[config.mk]
export PLATFORM = sky130hd
export DESIGN_NAME = decimate_pcm_3
export DESIGN_NICKNAME = d
export VERILOG_FILES = /design/src/rtl/decimate_pcm_3_pkg.sv /design/src/rtl/hb7_mac_pcm.sv /design/src/rtl/decimate_pcm_3.sv
export SDC_FILE = /design/constraint.sdc
export NUM_CORES = 1
export LEC_CHECK = 0
export CELL_PAD_IN_SITES_DETAIL_PLACEMENT = 0
export CELL_PAD_IN_SITES_GLOBAL_PLACEMENT = 1
export CORE_MARGIN = 3
export CORE_UTILIZATION = 55
export CTS_CLUSTER_SIZE = 20
export DETAILED_ROUTE_END_ITERATION = 10
export GPL_TIMING_DRIVEN = 1
export PLACE_DENSITY = 0.91
export SLEW_MARGIN = 30
export SYNTH_ARGS = -nofsm -noshare
export SYNTH_HDL_FRONTEND = slang
export SYNTH_SLANG_ARGS = --single-unit
[constraint.sdc]
create_clock -name clk -period 25.8 [get_ports clk]
set_clock_uncertainty 0.05 [all_clocks]
set_input_delay 5.16 -clock clk [delete_from_list [all_inputs] [get_ports clk]]
set_output_delay 5.16 -clock clk [all_outputs]
set_load 0.02 [all_outputs]
[src/rtl/decimate_pcm_3_pkg.sv]
// Shared constants and types for the decimate_pcm_3 halfband decimator.
// Build option: define DECIMATE_PCM_3_SAT_EN to clamp outputs instead of wrapping.
package decimate_pcm_3_pkg;

  // Halfband taps scaled by 32: h = {-1, 0, 9, 16, 9, 0, -1}
  localparam int COEF_EDGE   = -1;
  localparam int COEF_NEAR   = 9;
  localparam int COEF_CENTER = 16;

  // Accumulator guard bits over the sample width (ACC_W = DW + 6)
  localparam int unsigned ACC_GUARD   = 6;
  // Coefficient scale is 2^5; rounding adds half an LSB before the shift
  localparam int unsigned ROUND_SHIFT = 5;
  localparam int unsigned ROUND_BIAS  = 16;

  // One state per clock of the MAC sequence
  typedef enum logic [2:0] {
    ST_IDLE  = 3'd0,
    ST_MAC0  = 3'd1,
    ST_MAC1  = 3'd2,
    ST_MAC2  = 3'd3,
    ST_ROUND = 3'd4
  } state_t;

  // ACC_W for a given sample width
  function automatic int unsigned acc_width(input int unsigned dw);
    return dw + ACC_GUARD;
  endfunction

endpackage

[src/rtl/hb7_mac_pcm.sv]
// Halfband MAC datapath: pair adds, accumulator, round-half-up and output reduction.
// Build option: DECIMATE_PCM_3_SAT_EN selects clamping; otherwise results wrap to DW bits.
module hb7_mac_pcm
  import decimate_pcm_3_pkg::*;
#(
  parameter int unsigned DW = 24
) (
  input  logic                 clk,
  input  logic                 rst,
  input  state_t               state_i,
  input  logic signed [DW-1:0] x0_i,
  input  logic signed [DW-1:0] x2_i,
  input  logic signed [DW-1:0] x3_i,
  input  logic signed [DW-1:0] x4_i,
  input  logic signed [DW-1:0] x6_i,
  output logic signed [DW-1:0] y_c_o
);

  localparam int unsigned ACC_W = acc_width(DW);
  localparam int unsigned SUM_W = DW + 1;
  localparam int unsigned Y_W   = ACC_W - ROUND_SHIFT;

  logic signed [SUM_W-1:0] sum_edge_c;
  logic signed [SUM_W-1:0] sum_near_c;
  logic signed [ACC_W-1:0] acc_q;
  logic signed [ACC_W-1:0] acc_d;
  logic signed [ACC_W-1:0] rnd_c;
  logic signed [Y_W-1:0]   y_full_c;
  logic                    unused_bits_c;

  // Symmetric pair sums and the per-state accumulator update
  always_comb begin
    sum_edge_c = SUM_W'(x0_i) + SUM_W'(x6_i);
    sum_near_c = SUM_W'(x2_i) + SUM_W'(x4_i);
    acc_d      = acc_q;
    case (state_i)
      ST_MAC0: acc_d = ACC_W'(COEF_EDGE) * ACC_W'(sum_edge_c);
      ST_MAC1: acc_d = acc_q + ACC_W'(COEF_NEAR) * ACC_W'(sum_near_c);
      ST_MAC2: acc_d = acc_q + ACC_W'(COEF_CENTER) * ACC_W'(x3_i);
      default: acc_d = acc_q;
    endcase
  end

  // Accumulator register; MAC0 overwrites, so a restart needs no explicit clear
  always_ff @(posedge clk or posedge rst) begin
    if (rst) begin
      acc_q <= '0;
    end else begin
      acc_q <= acc_d;
    end
  end

  // Round half up, then arithmetic shift by the coefficient scale
  always_comb begin
    rnd_c    = acc_q + ACC_W'(ROUND_BIAS);
    y_full_c = rnd_c[ACC_W-1:ROUND_SHIFT];
  end

`ifdef DECIMATE_PCM_3_SAT_EN
  // Clamp to the DW-bit range when the upper bits are not a pure sign extension
  always_comb begin
    if ((y_full_c[Y_W-1:DW-1] == '0) || (y_full_c[Y_W-1:DW-1] == '1)) begin
      y_c_o = y_full_c[DW-1:0];
    end else if (y_full_c[Y_W-1]) begin
      y_c_o = {1'b1, {(DW-1){1'b0}}};
    end else begin
      y_c_o = {1'b0, {(DW-1){1'b1}}};
    end
  end

  assign unused_bits_c = ^rnd_c[ROUND_SHIFT-1:0];
`else
  // Two's-complement wrap: keep the low DW bits
  assign y_c_o = y_full_c[DW-1:0];

  assign unused_bits_c = ^{rnd_c[ROUND_SHIFT-1:0], y_full_c[Y_W-1:DW]};
`endif

endmodule

[src/rtl/decimate_pcm_3.sv]
// Halfband 7-tap FIR decimate-by-2 for two's-complement PCM.
// Holds the delay line, phase, snapshot, sequencing FSM and status flags;
// arithmetic lives in hb7_mac_pcm.
// Build option: define DECIMATE_PCM_3_SAT_EN to clamp out-of-range results.
module decimate_pcm_3
  import decimate_pcm_3_pkg::*;
#(
  parameter int unsigned DW      = 24,
  parameter int unsigned MIN_GAP = 6
) (
  input  logic                 clk,
  input  logic                 rst,
  input  logic                 enable,
  input  logic signed [DW-1:0] in,
  output logic signed [DW-1:0] out,
  output logic                 out_valid,
  output logic                 busy,
  output logic                 overrun
);

  localparam int unsigned LINE_LEN = 6;

  // Enable spacing is a usage contract only; the block never measures it
  localparam int unsigned unused_min_gap = MIN_GAP;

  // x_q[k] holds tap x[k+1] as seen after the next shift; the x6 tap only
  // ever matters at snapshot time, so it lives in snap_x6_q alone
  logic signed [DW-1:0] x_q [LINE_LEN];
  logic                 phase_q;

  logic signed [DW-1:0] snap_x0_q;
  logic signed [DW-1:0] snap_x2_q;
  logic signed [DW-1:0] snap_x3_q;
  logic signed [DW-1:0] snap_x4_q;
  logic signed [DW-1:0] snap_x6_q;

  state_t               state_q;
  logic signed [DW-1:0] out_q;
  logic                 out_valid_q;
  logic                 busy_q;
  logic                 overrun_q;

  logic                 start_c;
  logic signed [DW-1:0] y_c;

  assign start_c = enable & phase_q;

  // Delay line shift and phase toggle on every input strobe
  always_ff @(posedge clk or posedge rst) begin
    if (rst) begin
      for (int i = 0; i < LINE_LEN; i++) begin
        x_q[i] <= '0;
      end
      phase_q <= 1'b0;
    end else if (enable) begin
      x_q[0] <= in;
      for (int i = 1; i < LINE_LEN; i++) begin
        x_q[i] <= x_q[i-1];
      end
      phase_q <= ~phase_q;
    end
  end

  // Sequencer: snapshot post-shift taps on a kept-phase strobe, then walk MAC0..ROUND
  always_ff @(posedge clk or posedge rst) begin
    if (rst) begin
      snap_x0_q   <= '0;
      snap_x2_q   <= '0;
      snap_x3_q   <= '0;
      snap_x4_q   <= '0;
      snap_x6_q   <= '0;
      state_q     <= ST_IDLE;
      out_q       <= '0;
      out_valid_q <= 1'b0;
      busy_q      <= 1'b0;
      overrun_q   <= 1'b0;
    end else begin
      out_valid_q <= 1'b0;
      if (start_c) begin
        // A start always wins: any sequence in flight is dropped without output
        snap_x0_q <= in;
        snap_x2_q <= x_q[1];
        snap_x3_q <= x_q[2];
        snap_x4_q <= x_q[3];
        snap_x6_q <= x_q[5];
        state_q   <= ST_MAC0;
        busy_q    <= 1'b1;
        if (state_q != ST_IDLE) begin
          overrun_q <= 1'b1;
        end
      end else begin
        case (state_q)
          ST_IDLE:  state_q <= ST_IDLE;
          ST_MAC0:  state_q <= ST_MAC1;
          ST_MAC1:  state_q <= ST_MAC2;
          ST_MAC2:  state_q <= ST_ROUND;
          ST_ROUND: begin
            state_q     <= ST_IDLE;
            busy_q      <= 1'b0;
            out_q       <= y_c;
            out_valid_q <= 1'b1;
          end
          default: begin
            state_q <= ST_IDLE;
            busy_q  <= 1'b0;
          end
        endcase
      end
    end
  end

  hb7_mac_pcm #(
    .DW (DW)
  ) u_mac (
    .clk     (clk),
    .rst     (rst),
    .state_i (state_q),
    .x0_i    (snap_x0_q),
    .x2_i    (snap_x2_q),
    .x3_i    (snap_x3_q),
    .x4_i    (snap_x4_q),
    .x6_i    (snap_x6_q),
    .y_c_o   (y_c)
  );

  assign out       = out_q;
  assign out_valid = out_valid_q;
  assign busy      = busy_q;
  assign overrun   = overrun_q;

endmodule

==> run metrics, run 1 <==
slew margin rel.=0.425; drt pass-1 iters=5; fin nets=2092; largest family of logic cells by synthesized area=multiplexers; post-CTS setup buffer count=0; Async S/R FF share, synth=1.00; CTS tree=built; FF-to-FF setup slack=19.22 ns; Unique masters post-synth=65; mux cell area share after synthesis=0.155; setup tns final=0 ns; minimum clock period after layout=8.04 ns; Critical Path AT=8.55 ns; simple logic cell fraction of the synthesized area=0.0698; CP Launch Type=primary input; complex-gate fraction of the synthesized area=0.117; crit path max fanout=121; RSZ-0062 raised after global routing=false; Synth Area in Adders=0.143; CTS root buf=clkbuf_16; GP Congestion=0.933; H-tree levels=2; hold depth=2; Worst Path Required=26.31 ns; Chip Height=194 um; residual DRC count=0; Post-CTS Hold Buffers=0; clock buffer depth=3; Area Growth Syn to Fin=11.9%; DRT iter0 DRCs=725; YS warnings=0; Core ar.=34800 um^2; row cnt=68; number of cells on the worst reg-to-reg path=26; WP buf/inv=5; Routed Antenna Nets=0; I/O Buffers=53; ant diodes=0; cell family with most CP delay=buffers and inverters; worst path cell trace=clkdlybuf4s50_1, inv_8, buf_4, buf_6, buf_4; Final Hold Vio Count=0; grt ovf=0; Avg WL per Cell=18.5 um; Peak Freq=0.124 GHz; Filler cells=2732; Post-Synth XOR/XNOR Area=0.0484; slowest stage delay, CP=0.80 ns; vias=13400; CTS buffer count=37; antenna violations before repair=0; max cap viols=0; top-area cell type share of the netlist area=0.415; Total Routing Usage GR=0.231; top cells by count, synth=dfrtp_1 (324), mux2_2 (266), inv_1 (205); Worst-Margin Slew=0.863 ns; share of cells above drive strength 1=0.191; Worst-Skew Late Latency=0.55 ns; critical path depth=5; largest net degree at the start of global routing=122; Hold WC Path Type=flop to flop; WL final=43300 um; die width=194 um; Post-Syn Area=19500 um^2; crit path kind=primary input to async pin; cell mode on critical path=buf_4; HPWL after detailed placement=31900 um; die area=37800 um^2; EDFF count, synth=0; vias per cell=5.75; Worst Setup End Kind=async pin; outcome=finished clean; Starting Density=0.561; Seq/Total Area, Yosys=0.415; period utilisation layout=0.311; # resized after CTS=0; slowest CP cell=buf_4; most common cell in the synthesized netlist=dfrtp_1; Synth Net Count=2043; Clk pin slew, worst setup/hold paths=0.06 ns; fin. max-slew vios=0; Cells after Synth=1809; first-pass GRT wire length=70400 um; # setup viols final=0; Avg Inst Size Synth=10.8 um^2; top_reg_cell synth=dfrtp_1; I/O pins=54; CTS sink count=324; top cells by area, synth=dfrtp_1 (42%), mux2_2 (15%), ha_1 (11%), inv_1 (3.9%), fa_1 (2.9%); Yosys top cell by area=dfrtp_1; vias in the first global route=13300; Yosys reg bits=324
==> cell type report <==
type	count	area, um^2	share of cell area
clock buffers	46	1030	0.0472
clock inverters	19	315	0.0144
multi-input cells	1228	10400	0.478
repair buffers	62	607	0.0278
inverters	205	777	0.0356
well taps	455	569	0.0261
flip-flops and latches	324	8110	0.371
==> final timing paths <==
check,end,start
min in group asynchronous,x_q[18],rst
setup reg to reg,u_mac.acc_q[28],snap_x2_q[0]
setup / recovery,snap_x2_q[0],rst
hold reg to reg,out[22],out[22]
max in group clk,out[21],enable
hold / removal,out[22],out[22]
==> placed cells by master (no fill, tap or decap), types with 8 or more instances in the layout <==
cell             count
nand2b_1            15
mux2_2             266
xor2_1              44
nand4_1             14
bufinv_16            8
o21ai_0             72
nand3_1             23
a21oi_1             92
fa_1                28
clkbuf_16           38
a22oi_1              9
o22ai_1              8
o211ai_1            14
ha_1               179
a31oi_1             15
nand2_1             96
nor2_1              77
a211oi_1            14
nor3_1              17
inv_1              204
dfrtp_1            324
clkdlybuf4s50_1     52
a21o_1              38
and3_1              12
o21a_1              19
xnor2_1             64
nor2b_1             12
o21bai_1            14
==> sequential cells by signal (all words and copies together), names as in the netlist <==
register / flops
busy: 1
out: 24
out_valid: 1
overrun: 1
phase_q: 1
snap_x0_q: 24
snap_x2_q: 24
snap_x3_q: 24
snap_x4_q: 24
snap_x6_q: 24
state_q: 3
u_mac.acc_q: 29
x_q: 144
==> metal layers <==
| layer | GRT usage | part of all wire | up-vias |
|---|---|---|---|
| li1 | - | - | 6431 |
| met4 | 0.0527 | 0.017 | 0 |
| met2 | 0.355 | 0.44 | 315 |
| met5 | 0 | 0 | - |
| met1 | 0.345 | 0.48 | 6638 |
| met3 | 0.0387 | 0.056 | 57 |
==> logic make-up after synthesis <==
| family | Yosys count |
|---|---|
| xor gates and xnor gates | 108 |
| AOI/OAI and AO/OA | 351 |
| buffers and inverters | 257 |
| and+or+nand+nor | 292 |
| muxes | 270 |
| DFF | 324 |
| adders and majority gates | 207 |
==> tightest hold or removal path, delay by kind of cell (launching register included) <==
kind / cells / cell delay, ns
and+or+nand+nor: 1 / 0.05
DFF: 1 / 0.33
AOI/OAI and AO/OA: 1 / 0.05
==> per-stage QoR <==
stage	setup slack [ns]	cell area (um^2)	cells	utilization	hold slack, ns
5_1_grt	17.23	21800	2339	0.628	0.457
2_1_floorplan	11.62	19500	1809	-	0.406
3_5_place_dp	16.80	20500	2274	0.589	0.420
6_report	17.76	21800	2339	0.628	0.421
4_1_cts	17.38	21800	2339	0.628	0.431
3_3_place_gp	16.94	20500	2274	0.589	0.411
Power of run 1 is not shown: default switching activity piles up to over one toggle a cycle in this logic, so the estimate is an artifact.
==> inputs of run 2 (changes only) <==
--- a/config.mk
+++ b/config.mk
@@ -8,11 +8,11 @@
 export CELL_PAD_IN_SITES_DETAIL_PLACEMENT = 0
 export CELL_PAD_IN_SITES_GLOBAL_PLACEMENT = 1
 export CORE_MARGIN = 3
-export CORE_UTILIZATION = 55
+export CORE_UTILIZATION = 51
 export CTS_CLUSTER_SIZE = 20
 export DETAILED_ROUTE_END_ITERATION = 10
 export GPL_TIMING_DRIVEN = 1
-export PLACE_DENSITY = 0.91
+export PLACE_DENSITY = 0.85
 export SLEW_MARGIN = 30
 export SYNTH_ARGS = -nofsm -noshare
 export SYNTH_HDL_FRONTEND = slang
==> constraint.sdc (replaced) <==
create_clock -name clk -period 8 [get_ports clk]
set_clock_uncertainty 0.05 [all_clocks]
set_input_delay 1.6 -clock clk [delete_from_list [all_inputs] [get_ports clk]]
set_output_delay 1.6 -clock clk [all_outputs]
set_load 0.02 [all_outputs]
==> run 2 against run 1 <==
Highest routed layer unchanged; routed wire length up 1.4%; cell count up 2.4%; hold slack better by 0.0013 ns; critical path type is now flop to flop; first-iteration DRC count down 10%; sequential share of layout area about the same; largest cell class unchanged; register-to-register slack worse by 18 ns; utilization down 4.9 points; worst setup slack worse by 16 ns.
==> run metrics, run 2 (synthesis results as in run 1) <==
cell family with most CP delay=compound AO/OA/AOI/OAI gates; DRT iter0 DRCs=649 (-10%); Final Hold Vio Count=0 (unchanged); HPWL after detailed placement=32800 um (+2.7%); Post-CTS Hold Buffers=0 (unchanged); Worst Setup SP=snap_x2_q[0]; RSZ-0062 raised after global routing=false; Area Growth Syn to Fin=11.8%; CTS sink count=324 (unchanged); ant diodes=0 (unchanged); H-tree levels=2 (unchanged); Chip Height=202 um (+3.7%); FF-to-FF setup slack=1.55 ns (-17.67 ns); vias per cell=5.54 (-3.5%); crit path max fanout=7 (-94%); # setup viols final=0 (unchanged); Worst Setup End Kind=flop; fin nets=2096 (+0.19%); CP Launch Type=flop; # resized after CTS=0 (unchanged); max cap viols=0 (unchanged); largest net degree at the start of global routing=174 (+43%); GP Congestion=0.942 (+0.91%); first-pass GRT wire length=71900 um (+2.1%); Critical Path AT=6.81 ns (-1.74 ns); Hold WC Path Type=flop to flop; WP buf/inv=3 (-2); CTS buffer count=36 (-2.7%); I/O pins=54 (unchanged); minimum clock period after layout=6.45 ns; post-CTS setup buffer count=0 (unchanged); period utilisation layout=0.806; vias=13300 (-1.3%); most frequent cells in the layout=dfrtp_1 (324), mux2_2 (266), inv_1 (204), ha_1 (179), nand2_1 (96); slowest CP cell=fa_1; slew margin rel.=0.363 (-0.0621); Worst-Margin Slew=0.956 ns (+0.0931 ns); number of cells on the worst reg-to-reg path=27 (+3.8%); Worst-Skew Late Latency=0.56 ns (about the same); Largest register FFs=144 (unchanged); hold depth=2 (unchanged); clock buffer depth=3 (unchanged); fin. max-slew vios=0 (unchanged); Total Routing Usage GR=0.220 (-0.0104); slowest stage delay, CP=0.54 ns (-0.26 ns); Largest Register=x_q; grt ovf=0 (unchanged); antenna violations before repair=0 (unchanged); residual DRC count=0 (unchanged); most common cell after layout, fill and taps aside=dfrtp_1; Routed Antenna Nets=0 (unchanged); outcome=finished clean; drt pass-1 iters=5 (unchanged); share of cells above drive strength 1=0.190 (-0.00149); crit path kind=flop to flop; Peak Freq=0.155 GHz; Regs by FF count=x_q: 144 flops, u_mac.acc_q: 29 flops; WL final=43900 um (+1.4%); cell mode on critical path=ha_1; Reg2Reg Capture Point=u_mac.acc_q[27]; Worst Path Required=8.36 ns (-17.95 ns); row cnt=71 (+4.4%); worst hold start=out[16]; Hold Crit Endpoint=out[16]; Core ar.=37700 um^2 (+8.2%); setup tns final=0 ns (unchanged); die width=202 um (+3.7%); die area=40700 um^2 (+7.6%); Clk pin slew, worst setup/hold paths=0.06 ns (about the same); Avg WL per Cell=18.3 um (-0.93%); CTS tree=built; I/O Buffers=53 (unchanged); CTS root buf=clkbuf_16; Critical R2R Launch=snap_x2_q[0]; vias in the first global route=13200 (-1.3%); Starting Density=0.518 (-0.0427)
## run 2: changes by cell type in the layout (fill, tap and decap cells not counted), sizes merged
cell      before  now
clkbuf        46   48
clkinvlp       2    1
bufinv         8    2
buf           10   15
clkinv         8    7
## run 2: layer usage
| layer | up-vias | track usage | routed length [um] |
|---|---|---|---|
| met4 | 0 | 0.0586 | 932 |
| li1 | 6426 | - | - |
| met3 | 65 | 0.0275 | 1930 |
| met2 | 246 | 0.326 | 18800 |
| met5 | - | 0 | 0 |
| met1 | 6532 | 0.343 | 22200 |
## run 2: cell type report
cell class / instances / area [um^2]
Clock buffer: 48 / 1030
Clock inverter: 11 / 149
Fill cell: 3180 / 15800
Inverter: 205 / 773
Multi-Input combinational cell: 1228 / 10400
Sequential cell: 324 / 8110
Tap cell: 511 / 639
Timing Repair Buffer: 67 / 682
## run 2: metrics by stage
step | setup WS, ns | std cells | hold WS (ns) | cell area, um^2 | util
after global placement | 1.79 | 2334 | 0.410 | 20600 | 0.547
after detailed placement | 1.65 | 2334 | 0.419 | 20600 | 0.547
after floorplan | 2.03 | 1809 | 0.406 | 19500 | -
after CTS | 1.59 | 2393 | 0.431 | 21800 | 0.579
after global routing | 1.07 | 2394 | 0.461 | 21800 | 0.579
final | 1.55 | 2394 | 0.423 | 21800 | 0.579
## run 2: worst max-delay path by stage
stage | endpoint | slack (ns) | cells after the start
2_1_floorplan | busy | 2.03 | 1
3_3_place_gp | u_mac.acc_q[27] | 1.79 | 27
3_5_place_dp | u_mac.acc_q[27] | 1.65 | 27
4_1_cts | u_mac.acc_q[27] | 1.59 | 27
5_1_grt | u_mac.acc_q[27] | 1.07 | 27
6_report | u_mac.acc_q[27] | 1.55 | 27
## run 2: worst reg2reg max path: cells and delay by family, from the launching register on
kind	cells	cell delay (ns)
simple gates	2	0.34
xor+xnor	1	0.30
flops	1	0.35
mux	1	0.13
buf+inv	3	0.17
compound gates	14	2.89
fa+ha+maj	6	2.10
Power of run 2 is left out for the same reason.
==> inputs of run 3 (changes only) <==
==> constraint.sdc (replaced) <==
create_clock -name clk -period 6.2 [get_ports clk]
set_clock_uncertainty 0.05 [all_clocks]
set_input_delay 1.24 -clock clk [delete_from_list [all_inputs] [get_ports clk]]
set_output_delay 1.24 -clock clk [all_outputs]
set_load 0.02 [all_outputs]
==> run 3 against run 2 <==
Final area increased by 0.76%; non-clock buffer count increased by 3; register-to-register slack worse by 1.3 ns; flip-flop and latch count did not move; critical path depth stayed put; maximum frequency grew 8.6%; utilization increased by 0.44 points; via count up 0.48%; hold slack is essentially flat; cell count is 0.46% higher.
==> run metrics, run 3 (synthesis results as in run 1) <==
H-tree levels=2 (unchanged); Post-CTS Hold Buffers=0 (unchanged); fin nets=2100 (+0.19%); HPWL after detailed placement=33100 um (+0.76%); most common cell after layout, fill and taps aside=dfrtp_1; most frequent cells in the layout=dfrtp_1 (324), mux2_2 (266), inv_1 (204), ha_1 (178), nand2_1 (96); outcome=finished clean; met2 WL=19400 um (+3.1%); max cap viols=0 (unchanged); # setup viols final=0 (unchanged); ant diodes=0 (unchanged); WHS=0.422 ns (-0.000492 ns); die width=202 um (unchanged); Worst Setup End Kind=flop; Regs by FF count=x_q: 144 flops, u_mac.acc_q: 29 flops; DRT iter0 DRCs=631 (-2.8%); Worst Path Required=6.57 ns (-1.79 ns); fin. max-slew vios=0 (unchanged); die area=40700 um^2 (unchanged); Chip Height=202 um (unchanged); WL final=44800 um (+2.1%); Worst-Skew Late Latency=0.54 ns (-0.02 ns); Core ar.=37700 um^2 (unchanged); Max Used Layer=met4; Largest register FFs=144 (unchanged); largest net degree at the start of global routing=182 (+4.6%); crit path max fanout=7 (unchanged); Starting Density=0.518 (unchanged); crit path kind=flop to flop; met3 wire len=1910 um (-1.3%); Total Routing Usage GR=0.224 (+0.00411); period utilisation layout=0.958 (+0.152); number of cells on the worst reg-to-reg path=27 (unchanged); grt ovf=0 (unchanged); Hold WC Path Type=flop to flop; vias=13300 (+0.48%); Largest Register=x_q; vias per cell=5.54 (about the same); CTS root buf=clkbuf_16; Routed Antenna Nets=0 (unchanged); RSZ-0062 raised after global routing=true; I/O pins=54 (unchanged); hold depth=2 (unchanged); minimum clock period after layout=5.94 ns (-0.511 ns); I/O Buffers=53 (unchanged); drt pass-1 iters=5 (unchanged); Peak Freq=0.168 GHz (+8.6%); Final Hold Vio Count=0 (unchanged); Worst-Margin Slew=0.822 ns (-0.133 ns); Area Growth Syn to Fin=12.6%; Critical Path AT=6.31 ns (-0.50 ns); GP Congestion=0.887 (-5.8%); Clk pin slew, worst setup/hold paths=0.06 ns (about the same); vias in the first global route=13500 (+2.8%); first-pass GRT wire length=73100 um (+1.7%); CP Launch Type=flop; fin util=0.584 (+0.00442); share of cells above drive strength 1=0.197 (+0.00787); antenna violations before repair=0 (unchanged); DRT met1 WL=22600 um (+1.9%); slew margin rel.=0.452 (+0.0890); CTS buffer count=37 (+2.8%); clock buffer depth=3 (unchanged); Avg WL per Cell=18.6 um (+1.7%); residual DRC count=0 (unchanged); CTS tree=built; CTS sink count=324 (unchanged); row cnt=71 (unchanged)
[run 3: changes by cell type in the layout (fill, tap and decap cells not counted), sizes merged]
| cell | change |
|---|---|
| clkbuf | +4 |
| buf | +3 |
| bufinv | +2 |
| clkinvlp | +2 |
| clkinv | -1 |
| inv | +1 |
[run 3: what timing repair did]
item                                    in CTS  in global routing
endpoints found under the setup margin       0                 13
resized for setup                            0                  8
buffers inserted                             0                  2
[run 3: area by class of cell]
| type | count | area [um^2] |
|---|---|---|
| clock inverter | 15 | 195 |
| inverter | 205 | 773 |
| timing repair buffer | 70 | 717 |
| tap | 511 | 639 |
| multi-input combinational | 1228 | 10500 |
| fill | 3181 | 15700 |
| clock buffer | 52 | 1070 |
| sequential | 324 | 8110 |
[run 3: worst paths after layout]
| check | slack, ns | endpoint | startpoint |
|---|---|---|---|
| worst max register to register | 0.26 | u_mac.acc_q[27] | snap_x2_q[0] |
| worst max-delay path | 0.26 | u_mac.acc_q[27] | snap_x2_q[0] |
| max in group asynchronous | 4.08 | x_q[116] | rst |
| worst min register to register | 0.42 | out[15] | out[15] |
| worst min-delay path | 0.42 | out[15] | out[15] |
| min in group asynchronous | 1.13 | x_q[29] | rst |
[run 3: metal layers]
metal | up-vias | global-route usage
met3 | 59 | 0.0340
met1 | 6591 | 0.339
li1 | 6459 | -
met5 | - | 0
met4 | 0 | 0.0588
met2 | 224 | 0.340
[run 3: stage by stage]
step                TNS (ns)  instance area, um^2  cells  setup WS (ns)
floorplan                  0                19500   1809          0.587
global placement           0                20600   2335          0.169
detailed placement         0                20600   2335         0.0668
CTS                        0                21900   2402        0.00866
global route         -0.0471                22000   2405        -0.0293
finish                     0                22000   2405          0.263
[run 3: worst max-delay path: stages, from the launching register on]
cell	delay [ns]
dfrtp_1	0.35
ha_1	0.19
inv_1	0.06
fa_1	0.40
nor2b_1	0.14
o21a_1	0.14
o21ai_1	0.10
a31oi_2	0.19
a31oi_2	0.15
o21a_1	0.24
o21bai_1	0.13
a21oi_1	0.09
xnor2_1	0.30
ha_1	0.29
ha_1	0.28
inv_1	0.05
fa_1	0.52
inv_1	0.05
ha_2	0.32
and3_1	0.19
a221o_1	0.38
a21oi_1	0.14
o21ai_0	0.09
a21oi_1	0.21
o31a_1	0.21
o21ai_1	0.10
mux2i_1	0.12
o32a_1	0.34
Power of run 3 is left out for the same reason.
